$ cat config.mk
export PLATFORM = sky130hd
export DESIGN_NAME = mips_mem_bridge_flat
export DESIGN_NICKNAME = d
export VERILOG_FILES = /design/src/rtl/mips_pkg.sv /design/src/rtl/mips_mem_bridge_if.sv /design/src/rtl/mips_byte_lane.sv /design/src/rtl/mips_mem_bridge.sv /design/src/flat_wrapper.sv
export SDC_FILE = /design/constraint.sdc
export NUM_CORES = 1
export LEC_CHECK = 0
export BUFFER_PORTS_ARGS = -buffer_cell sky130_fd_sc_hd__buf_2
export CELL_PAD_IN_SITES_DETAIL_PLACEMENT = 0
export CELL_PAD_IN_SITES_GLOBAL_PLACEMENT = 1
export CORE_MARGIN = 2
export CORE_UTILIZATION = 37
export DETAILED_ROUTE_END_ITERATION = 16
export PLACE_DENSITY_LB_ADDON = 0.1
export SETUP_SLACK_MARGIN = 0.5
export SYNTH_ARGS = -nofsm -noshare
export SYNTH_HDL_FRONTEND = slang
export SYNTH_HIERARCHICAL = 1
export SYNTH_SLANG_ARGS = --single-unit
$ cat constraint.sdc
create_clock -name clk -period 8.1 [get_ports clk]
set_clock_uncertainty 0.1 [all_clocks]
set_input_delay 1.62 -clock clk [delete_from_list [all_inputs] [get_ports clk]]
set_output_delay 1.62 -clock clk [all_outputs]
set_load 0.02 [all_outputs]
$ cat src/rtl/mips_pkg.sv
// mips_pkg: CPU state and memory access size types shared by the control path and bus bridge.
package mips_pkg;
  typedef enum logic [1:0] {FETCH, EXEC1, EXEC2, HALT} state_t;
  typedef enum logic [1:0] {SZ_BYTE, SZ_HALF, SZ_WORD, SZ_WLR} mem_size_t;
endpackage

$ cat src/rtl/mips_mem_bridge_if.sv
// mips_mem_bridge_if: Avalon-MM master bus between the CPU bridge and external memory.
interface mips_mem_bridge_if #(parameter int ADDR_W = 32);
  logic [ADDR_W-1:0] address;
  logic read;
  logic write;
  logic [3:0] byteenable;
  logic [31:0] writedata;
  logic [31:0] readdata;
  logic waitrequest;
  modport master(output address, read, write, byteenable, writedata, input readdata, waitrequest);
  modport slave(input address, read, write, byteenable, writedata, output readdata, waitrequest);
endinterface

$ cat src/rtl/mips_byte_lane.sv
// mips_byte_lane: byte enables, store lane replication, load extraction/extension and alignment check.
module mips_byte_lane
  import mips_pkg::*;
(
  input  logic [1:0]  lo,
  input  mem_size_t   size,
  input  logic [31:0] wdata,
  input  logic [1:0]  ld_lo,
  input  mem_size_t   ld_size,
  input  logic        ld_signed,
  input  logic [31:0] rdata,
  output logic        aligned,
  output logic [3:0]  be,
  output logic [31:0] wrep,
  output logic [31:0] ext
);
  logic [31:0] sh;
  always_comb begin
    aligned = size == SZ_BYTE || (size == SZ_HALF ? !lo[0] : lo == 2'b00);
    be = size == SZ_BYTE ? 4'b0001 << lo : size == SZ_HALF ? 4'b0011 << lo : 4'b1111;
    wrep = size == SZ_BYTE ? {4{wdata[7:0]}} : size == SZ_HALF ? {2{wdata[15:0]}} : wdata;
    sh = rdata >> {ld_lo, 3'b000};
    ext = ld_size == SZ_BYTE ? {{24{ld_signed & sh[7]}}, sh[7:0]}
        : ld_size == SZ_HALF ? {{16{ld_signed & sh[15]}}, sh[15:0]} : rdata;
  end
endmodule

$ cat src/rtl/mips_mem_bridge.sv
// mips_mem_bridge: Avalon-MM master issuing CPU fetches and data accesses with a qualified stall.
module mips_mem_bridge
  import mips_pkg::*;
#(
  parameter int ADDR_W = 32
) (
  input  logic              clk,
  input  logic              rst,
  input  state_t            state,
  input  logic [ADDR_W-1:0] pc,
  input  logic              mem_read,
  input  logic              mem_write,
  input  logic [ADDR_W-1:0] mem_addr,
  input  logic [31:0]       mem_wdata,
  input  mem_size_t         mem_size,
  input  logic              mem_signed,
  output logic [31:0]       instr,
  output logic [31:0]       load_data,
  output logic              stall,
  output logic              misalign,
  mips_mem_bridge_if.master bus
);
  typedef enum logic [1:0] {IDLE, BUSY, DONE} bus_t;
  bus_t fsm, fsm_n;
  state_t cap_state;
  logic fetch_q, sign_q;
  logic [1:0] lo_q;
  mem_size_t size_q, req_size;
  logic [ADDR_W-1:0] req_addr;
  logic is_fetch, want, free, start, bad, done, aligned;
  logic [3:0] be;
  logic [31:0] wrep, ext;

  assign req_addr = is_fetch ? pc : mem_addr;
  assign req_size = is_fetch ? SZ_WORD : mem_size;

  mips_byte_lane lane (
    .lo(req_addr[1:0]), .size(req_size), .wdata(mem_wdata),
    .ld_lo(lo_q), .ld_size(size_q), .ld_signed(sign_q), .rdata(bus.readdata),
    .aligned(aligned), .be(be), .wrep(wrep), .ext(ext)
  );

  // DONE behaves like IDLE once the CPU leaves the state that launched the access,
  // so a back-to-back request is issued without an extra unstalled cycle.
  always_comb begin
    is_fetch = state == FETCH;
    want = is_fetch || (state == EXEC1 && (mem_read || mem_write));
    free = fsm == IDLE || (fsm == DONE && state != cap_state);
    start = free && want && aligned;
    bad = free && want && !aligned;
    done = fsm == BUSY && !bus.waitrequest;
    fsm_n = start ? BUSY : done ? DONE : free ? IDLE : fsm;
    stall = !rst && (start || (fsm == BUSY && bus.waitrequest));
  end

  always_ff @(posedge clk) begin
    if (rst) begin
      fsm <= IDLE;
      cap_state <= FETCH;
      fetch_q <= 1'b0;
      sign_q <= 1'b0;
      lo_q <= 2'b00;
      size_q <= SZ_BYTE;
      misalign <= 1'b0;
      instr <= '0;
      load_data <= '0;
      bus.address <= '0;
      bus.read <= 1'b0;
      bus.write <= 1'b0;
      bus.byteenable <= '0;
      bus.writedata <= '0;
    end else begin
      fsm <= fsm_n;
      if (bad) misalign <= 1'b1;
      if (start) begin
        cap_state <= state;
        fetch_q <= is_fetch;
        sign_q <= mem_signed;
        lo_q <= req_addr[1:0];
        size_q <= req_size;
        bus.address <= {req_addr[ADDR_W-1:2], 2'b00};
        bus.read <= is_fetch || mem_read;
        bus.write <= !is_fetch && mem_write;
        bus.byteenable <= be;
        bus.writedata <= is_fetch ? '0 : wrep;
      end
      if (done) begin
        bus.read <= 1'b0;
        bus.write <= 1'b0;
        if (fetch_q) instr <= bus.readdata;
        else if (bus.read) load_data <= ext;
      end
    end
  end
endmodule

$ cat src/flat_wrapper.sv
// flat-port wrapper written by rule: the top's interface ports become plain ports
module mips_mem_bridge_flat import mips_pkg::*;
#(
  parameter int ADDR_W = 32
)
  (clk, rst, state, pc, mem_read, mem_write, mem_addr, mem_wdata, mem_size, mem_signed, instr, load_data, stall, misalign, bus_address, bus_read, bus_write, bus_byteenable, bus_writedata, bus_readdata, bus_waitrequest);
  mips_mem_bridge_if #(.ADDR_W(ADDR_W)) bus_i ();
  input  logic clk;
  input  logic rst;
  input  state_t state;
  input  logic [ADDR_W-1:0] pc;
  input  logic mem_read;
  input  logic mem_write;
  input  logic [ADDR_W-1:0] mem_addr;
  input  logic [31:0] mem_wdata;
  input  mem_size_t mem_size;
  input  logic mem_signed;
  output logic [31:0] instr;
  output logic [31:0] load_data;
  output logic stall;
  output logic misalign;
  output wire logic [$bits(bus_i.address)-1:0] bus_address;
  output wire logic [$bits(bus_i.read)-1:0] bus_read;
  output wire logic [$bits(bus_i.write)-1:0] bus_write;
  output wire logic [$bits(bus_i.byteenable)-1:0] bus_byteenable;
  output wire logic [$bits(bus_i.writedata)-1:0] bus_writedata;
  input wire logic [$bits(bus_i.readdata)-1:0] bus_readdata;
  input wire logic [$bits(bus_i.waitrequest)-1:0] bus_waitrequest;
  assign bus_address = bus_i.address;
  assign bus_read = bus_i.read;
  assign bus_write = bus_i.write;
  assign bus_byteenable = bus_i.byteenable;
  assign bus_writedata = bus_i.writedata;
  assign bus_i.readdata = bus_readdata;
  assign bus_i.waitrequest = bus_waitrequest;
  mips_mem_bridge #(.ADDR_W(ADDR_W)) u_core (.clk(clk), .rst(rst), .state(state), .pc(pc), .mem_read(mem_read), .mem_write(mem_write), .mem_addr(mem_addr), .mem_wdata(mem_wdata), .mem_size(mem_size), .mem_signed(mem_signed), .instr(instr), .load_data(load_data), .stall(stall), .misalign(misalign), .bus(bus_i));
endmodule
==> results of run 1 <==
==> power groups by stage <==
stage / clock network, µW / registers (µW) / logic (µW)
after floorplan: 0 / 785 / 150
after global placement: 0 / 765 / 270
after detailed placement: 0 / 764 / 270
after CTS: 827 / 749 / 270
after global routing: 858 / 752 / 294
final: 808 / 750 / 268
==> final timing paths <==
path / startpoint / cells past startpoint / end
setup / recovery: state[1] / 11 / stall
hold / removal: u_core/load_data[20]$_SDFFE_PP0P_ / 2 / u_core/load_data[20]$_SDFFE_PP0P_
setup reg to reg: u_core/cap_state[0]$_SDFFE_PP0P_ / 5 / u_core/bus.writedata[23]$_SDFFE_PP0P_
hold reg to reg: u_core/load_data[20]$_SDFFE_PP0P_ / 2 / u_core/load_data[20]$_SDFFE_PP0P_
==> critical path, delay by kind of cell <==
kind	cells	cell delay [ns]
fa+ha+maj	1	0.15
mux	2	0.60
simple gates	3	0.89
compound gates	1	0.19
buf+inv	4	0.96
==> through the flow <==
stage	total power [µW]	utilization (%)	hold WS, ns	area (µm²)	instances
floorplan	935	-	0.352	6720	826
global placement	1030	45.1	0.340	8070	1253
detailed placement	1030	45.1	0.344	8070	1253
CTS	1850	48.5	0.353	8670	1285
global route	1900	48.5	0.368	8670	1285
finish	1830	48.5	0.350	8670	1285
==> state kept, by name, indices dropped and copies added (netlist names) <==
name,cells
u_core/bus.writedata,32
u_core/instr,32
u_core/load_data,32
u_core/bus.address,30
u_core/bus.byteenable,4
u_core/cap_state,2
u_core/fsm,2
u_core/lo_q,2
u_core/size_q,2
u_core/bus.read,1
u_core/bus.write,1
u_core/fetch_q,1
u_core/misalign,1
u_core/sign_q,1
==> per-layer routing <==
| layer | vias to the layer above | wire length, µm | GRT usage (%) |
|---|---|---|---|
| met5 | - | 0 | 0 |
| met4 | 0 | 238 | 5.95 |
| met3 | 12 | 1380 | 6.22 |
| met2 | 202 | 10800 | 37.6 |
| met1 | 3055 | 9750 | 28.1 |
| li1 | 3328 | - | - |
==> kinds of logic after synthesis <==
family	after synthesis
AND/OR/NAND/NOR	261
XOR/XNOR	3
flip-flops	143
multiplexers	38
AO/OA/AOI/OAI	280
other	1
adder cells (fa/ha/maj)	4
buffers and inverters	95
==> final cells by class <==
cell class / instances / area, µm² / share of cell area (%)
multi-input combinational: 588 / 3430 / 39.6
clock inverter: 13 / 160 / 1.85
sequential: 143 / 2860 / 33.0
inverter: 9 / 33.8 / 0.389
clock buffer: 19 / 443 / 5.11
tap: 229 / 287 / 3.30
timing repair buffer: 284 / 1460 / 16.8
==> layout by cell type (no fill, tap or decap), drive strengths merged, types with 7 or more instances in the layout <==
| master | Yosys | routed |
|---|---|---|
| a21o | 16 | 16 |
| a21oi | 123 | 123 |
| a22o | 32 | 32 |
| a311oi | 31 | 31 |
| buf | 39 | 284 |
| clkbuf | 47 | 19 |
| dfxtp | 143 | 143 |
| inv | 9 | 12 |
| mux2 | 22 | 22 |
| mux2i | 16 | 16 |
| nand2 | 176 | 176 |
| nand3 | 8 | 8 |
| nor2 | 21 | 21 |
| nor2b | 17 | 17 |
| nor3 | 7 | 7 |
| o21ai | 63 | 63 |
==> flow_metrics.py, run 1 <==
metrics = {
    "power": {
        "p_clk_share_pct": 44.3,
        "sequentialPowerShare_pct": 41.1,
        "power.switching_uw": 494,
        "ir_drop_v": 0.000148,
        "internal-power_uw": 1330,
        "powerDensity_mw_per_mm2": 210,
        "swShare_pct": 27.1,
        "leakage_uw": 0.00387,
        "power_frac_comb_pct": 14.7,
    },
    "drt": {
        "drt_iter0_drc": 352,
        "num_vias": 6597,
        "drt-wirelength-per-cell_um": 17.3,
        "drc_errors": 0,
        "routed_via_density": 5.13,
        "antenna_left": 0,
        "firstDrtPassIters": 6,
        "routed_wl_um": 22200,
    },
    "sta": {
        "slew_headroom_pct": 26.2,
        "report.final.slew_viol_count": 0,
        "finalCriticalPeriod_ns": 6.15,
        "rsz0062_at_grt": "false",
        "fin_crit_sh_pct": 76.0,
        "fin_tns_setup_ns": 0,
        "tightest_slew_ns": 1.11,
        "clock.fmax_mhz": 163,
        "hold_violations": 0,
        "fin_ws_ns": 1.95,
        "final-setup-viol-count": 0,
    },
    "clock_tree": {
        "cts_hold_buffers": 0,
        "postCtsSetupRepairBufs": 0,
        "cts_max_path_buffers": 2,
        "clock_latency_ns": 0.42,
        "cts.sinks": 143,
        "cts_root_buf": "clkbuf_16",
        "cts_tree": "yes",
        "cts_resized": 0,
        "htreeDepth": 4,
        "clkTransAtPathRegs_ns": 0.06,
        "cts_inserted_buffers": 17,
    },
    "logic_synthesis": {
        "netlist_area_mm2": 0.00671,
        "synth_mux_area_share_pct": 6.08,
        "synth-main-ff-cell": "dfxtp_1",
        "synth-edff-count": 0,
        "postSynth.asyncResetShare_pct": 0,
        "synth.top_cells.by_count": "nand2_1 (176), dfxtp_1 (143), a21oi_1 (123)",
        "syn-instance-count": 825,
        "ys_ff_latch": 143,
        "syn_area_per_cell_um2": 8.14,
        "synth_simple_gate_area_share_pct": 17.6,
        "yosysWarnings": 6,
        "synth_top_area_cell": "dfxtp_1",
        "yosysSeqAreaShare_pct": 42.6,
        "synth_top_family_by_area": "compound AO/OA/AOI/OAI gates",
        "yosysMostFrequentCell": "nand2_1",
        "ys_types": 50,
        "synth_adder_area_share_pct": 0.745,
        "synth_top_area_share_pct": 42.6,
        "synthTopCellsByArea": "dfxtp_1 (43%), nand2_1 (9.8%), a21oi_1 (9.2%)",
        "synth_xor_area_share_pct": 0.391,
        "synth_compound_area_share_pct": 25.9,
    },
    "layout": {
        "fillers": 1861,
        "final_nets": 1185,
        "drive_above_1_share_pct": 33.1,
        "antenna_cells": 0,
        "syn2layout_area_growth_pct": 29.2,
    },
    "global_route": {
        "grt_pass1_vias": 6294,
        "grt_overflow_total": 0,
        "grt_use_total_pct": 22.3,
        "grt_pass1_wl_um": 34500,
        "grt_antenna_before_repair": 0,
        "grt_max_degree": 59,
    },
    "setup_path": {
        "crit_chain": "buf_2 -> nor2_2 -> buf_4 -> mux2_2 -> inv_1 -> ha_1 -> mux2_2 -> nor4b_4 -> nand2_1 -> a21oi_1 -> buf_2",
        "cp-end-kind": "output pin",
        "critPathMaxFanout": 35,
        "path_class": "primary input to output pin",
        "max_stage_delay_ns": 0.55,
        "cp_data_arrival_time_ns": 4.43,
        "cp_slowest_cell": "nor2_2",
        "r2r_slack_ns": 5.42,
        "cp-start-kind": "primary input",
        "cp.required_ns": 6.38,
    },
    "die": {
        "dieArea_mm2": 0.0192,
        "floorplan.initialDensity_pct": 37.5,
        "core.rowCount": 49,
        "core_region_area_mm2": 0.0179,
        "chipHeight_um": 139,
        "die_w_um": 139,
        "ios": 274,
    },
    "run_status": {
        "status": "completed",
    },
    "hold_path": {
        "hold_class": "register to register",
    },
    "placement": {
        "hpwl_um": 15000,
        "routabilityCongestion": 0.840,
        "portBuffers": 271,
        "dp_slack_ns": 1.94,
    },
    "run": {
        "cap_violations": 0,
    },
}
(Power assumes the default switching activity.)
==> run 2: changes to the inputs <==
- CORE_UTILIZATION: 37 -> 31
- clock period: 8.1 -> 5.1 ns (I/O delays scaled with it)
==> run 2 against run 1 <==
First-iteration DRC count is 8.5% higher. Wire length rose by 6.9%. Via count is 1.7% higher. Sequential power is 59% higher. Count of clock-buffer cells in the layout increased by 1. Worst setup slack worse by 0.91 ns. Die area is 19% higher. Clock power is 52% higher. Combinational power up 60%. Critical path type unchanged. Largest cell class unchanged. Largest power group unchanged.
==> flow_metrics.py, run 2 (synthesis results as in run 1) <==
metrics = {
    "layout": {
        "mostFrequentLayoutCells": "buf_2 (270), nand2_1 (176), dfxtp_1 (143), a21oi_1 (122), o21ai_0 (62)",
        "fillers": 2300,
        "syn2layout_area_growth_pct": 30.3,
        "drive_above_1_share_pct": 33.2,
        "top_regs": "u_core/bus.writedata (32), u_core/instr (32), u_core/load_data (32)",
        "mostFrequentLayoutCell": "buf_2",
        "final_nets": 1189,
    },
    "power": {
        "p_clk_share_pct": 43.1,
        "swShare_pct": 27.9,
        "powerDensity_mw_per_mm2": 326,
        "ir_drop_v": 0.000172,
        "power_frac_comb_pct": 15.0,
        "internal-power_uw": 2050,
        "power.switching_uw": 795,
        "leakage_uw": 0.00386,
        "sequentialPowerShare_pct": 41.9,
    },
    "drt": {
        "routed_via_density": 5.01,
        "drt_iter0_drc": 382,
        "firstDrtPassIters": 4,
        "routed_wl_um": 23700,
        "antenna_left": 0,
        "num_vias": 6708,
        "drt-wirelength-per-cell_um": 17.7,
        "drc_errors": 0,
    },
    "clock_tree": {
        "cts_root_buf": "clkbuf_16",
        "cts_resized": 0,
        "cts.sinks": 143,
        "cts_max_path_buffers": 2,
        "cts_hold_buffers": 0,
        "cts_tree": "yes",
        "clkTransAtPathRegs_ns": 0.06,
        "postCtsSetupRepairBufs": 0,
        "htreeDepth": 4,
        "clock_latency_ns": 0.42,
        "cts_inserted_buffers": 17,
    },
    "placement": {
        "hpwl_um": 16300,
        "routabilityCongestion": 0.783,
        "portBuffers": 271,
    },
    "die": {
        "dieArea_mm2": 0.0229,
        "core_region_area_mm2": 0.0212,
        "floorplan.initialDensity_pct": 31.7,
        "chipHeight_um": 151,
        "die_w_um": 151,
        "core.rowCount": 53,
        "ios": 274,
    },
    "global_route": {
        "met2_usage_pct": 32.4,
        "grt_antenna_before_repair": 6,
        "grt_pass1_wl_um": 35900,
        "grt_use_total_pct": 20.4,
        "grt_overflow_total": 0,
        "grt.busiest_layer": "met2",
        "grt_max_degree": 66,
        "grt_pass1_vias": 6332,
        "met1_usage_pct": 26.4,
        "use_met3_pct": 6.33,
    },
    "setup_path": {
        "cp_data_arrival_time_ns": 2.94,
        "cp.required_ns": 3.98,
        "path_class": "primary input to output pin",
        "reg2reg_depth": 6,
        "cp-start-kind": "primary input",
        "critPathMaxFanout": 5,
        "cp-end-kind": "output pin",
    },
    "hold_path": {
        "hold-path-cell-count": 2,
        "hold_class": "register to register",
    },
    "sta": {
        "final-setup-viol-count": 0,
        "report.final.slew_viol_count": 0,
        "tightest_slew_ns": 1.23,
        "rsz0062_at_grt": "false",
        "slew_headroom_pct": 18.0,
        "finalCriticalPeriod_ns": 4.06,
        "fin_tns_setup_ns": 0,
        "hold_violations": 0,
        "holdWs_ns": 0.350,
        "fin_crit_sh_pct": 79.7,
        "clock.fmax_mhz": 246,
    },
    "run_status": {
        "status": "completed",
    },
    "run": {
        "cap_violations": 0,
    },
}
==> run 2: power groups by stage <==
stage | clock network [µW] | registers (µW) | logic [µW]
2_1_floorplan | 0 | 1250 | 239
3_3_place_gp | 0 | 1220 | 432
3_5_place_dp | 0 | 1220 | 432
4_1_cts | 1260 | 1190 | 432
5_1_grt | 1300 | 1200 | 471
6_report | 1230 | 1190 | 428
==> run 2: path summary, 6_finish.rpt <==
| kind | end | slack (ns) | startpoint |
|---|---|---|---|
| max | stall | 1.04 | state[1] |
| min | u_core/load_data[29]$_SDFFE_PP0P_ | 0.35 | u_core/load_data[29]$_SDFFE_PP0P_ |
| max reg2reg | u_core/load_data[29]$_SDFFE_PP0P_ | 2.30 | u_core/lo_q[0]$_SDFFE_PP0P_ |
| min reg2reg | u_core/load_data[29]$_SDFFE_PP0P_ | 0.35 | u_core/load_data[29]$_SDFFE_PP0P_ |
==> run 2: layout make-up <==
class	count	area [µm²]	share of cell area [%]
inverter	9	33.8	0.386
sequential	143	2860	32.7
antenna	5	12.5	0.143
clock inverter	12	138	1.57
multi-input combinational	588	3430	39.2
clock buffer	20	437	4.99
timing repair buffer	288	1490	17.0
tap	275	344	3.93
==> run 2: stage by stage <==
step                cell area, µm²  setup slack, ns  cells  util, %  total power (µW)
CTS                           8730             1.01   1335     41.3              2890
finish                        8750             1.04   1340     41.3              2850
global route                  8740            0.859   1337     41.3              2970
floorplan                     6720            0.819    826        -              1490
global placement              8160             1.04   1303     38.6              1650
detailed placement            8160             1.01   1303     38.6              1650
==> run 2: routing by layer <==
layer	wire, µm	part of all wire [%]
met1	10600	45
met2	11000	46
met3	1670	7.0
met4	434	1.8
met5	13	0.055
==> run 2: critical path, cell delays in order <==
cell and delay [ns]:
buf_2 0.11, nor2_2 0.28, mux2_2 0.43, inv_1 0.10, ha_1 0.16, mux2_2 0.17, nor4b_4 0.21, nand2_1 0.13
a21oi_1 0.15, buf_2 0.19
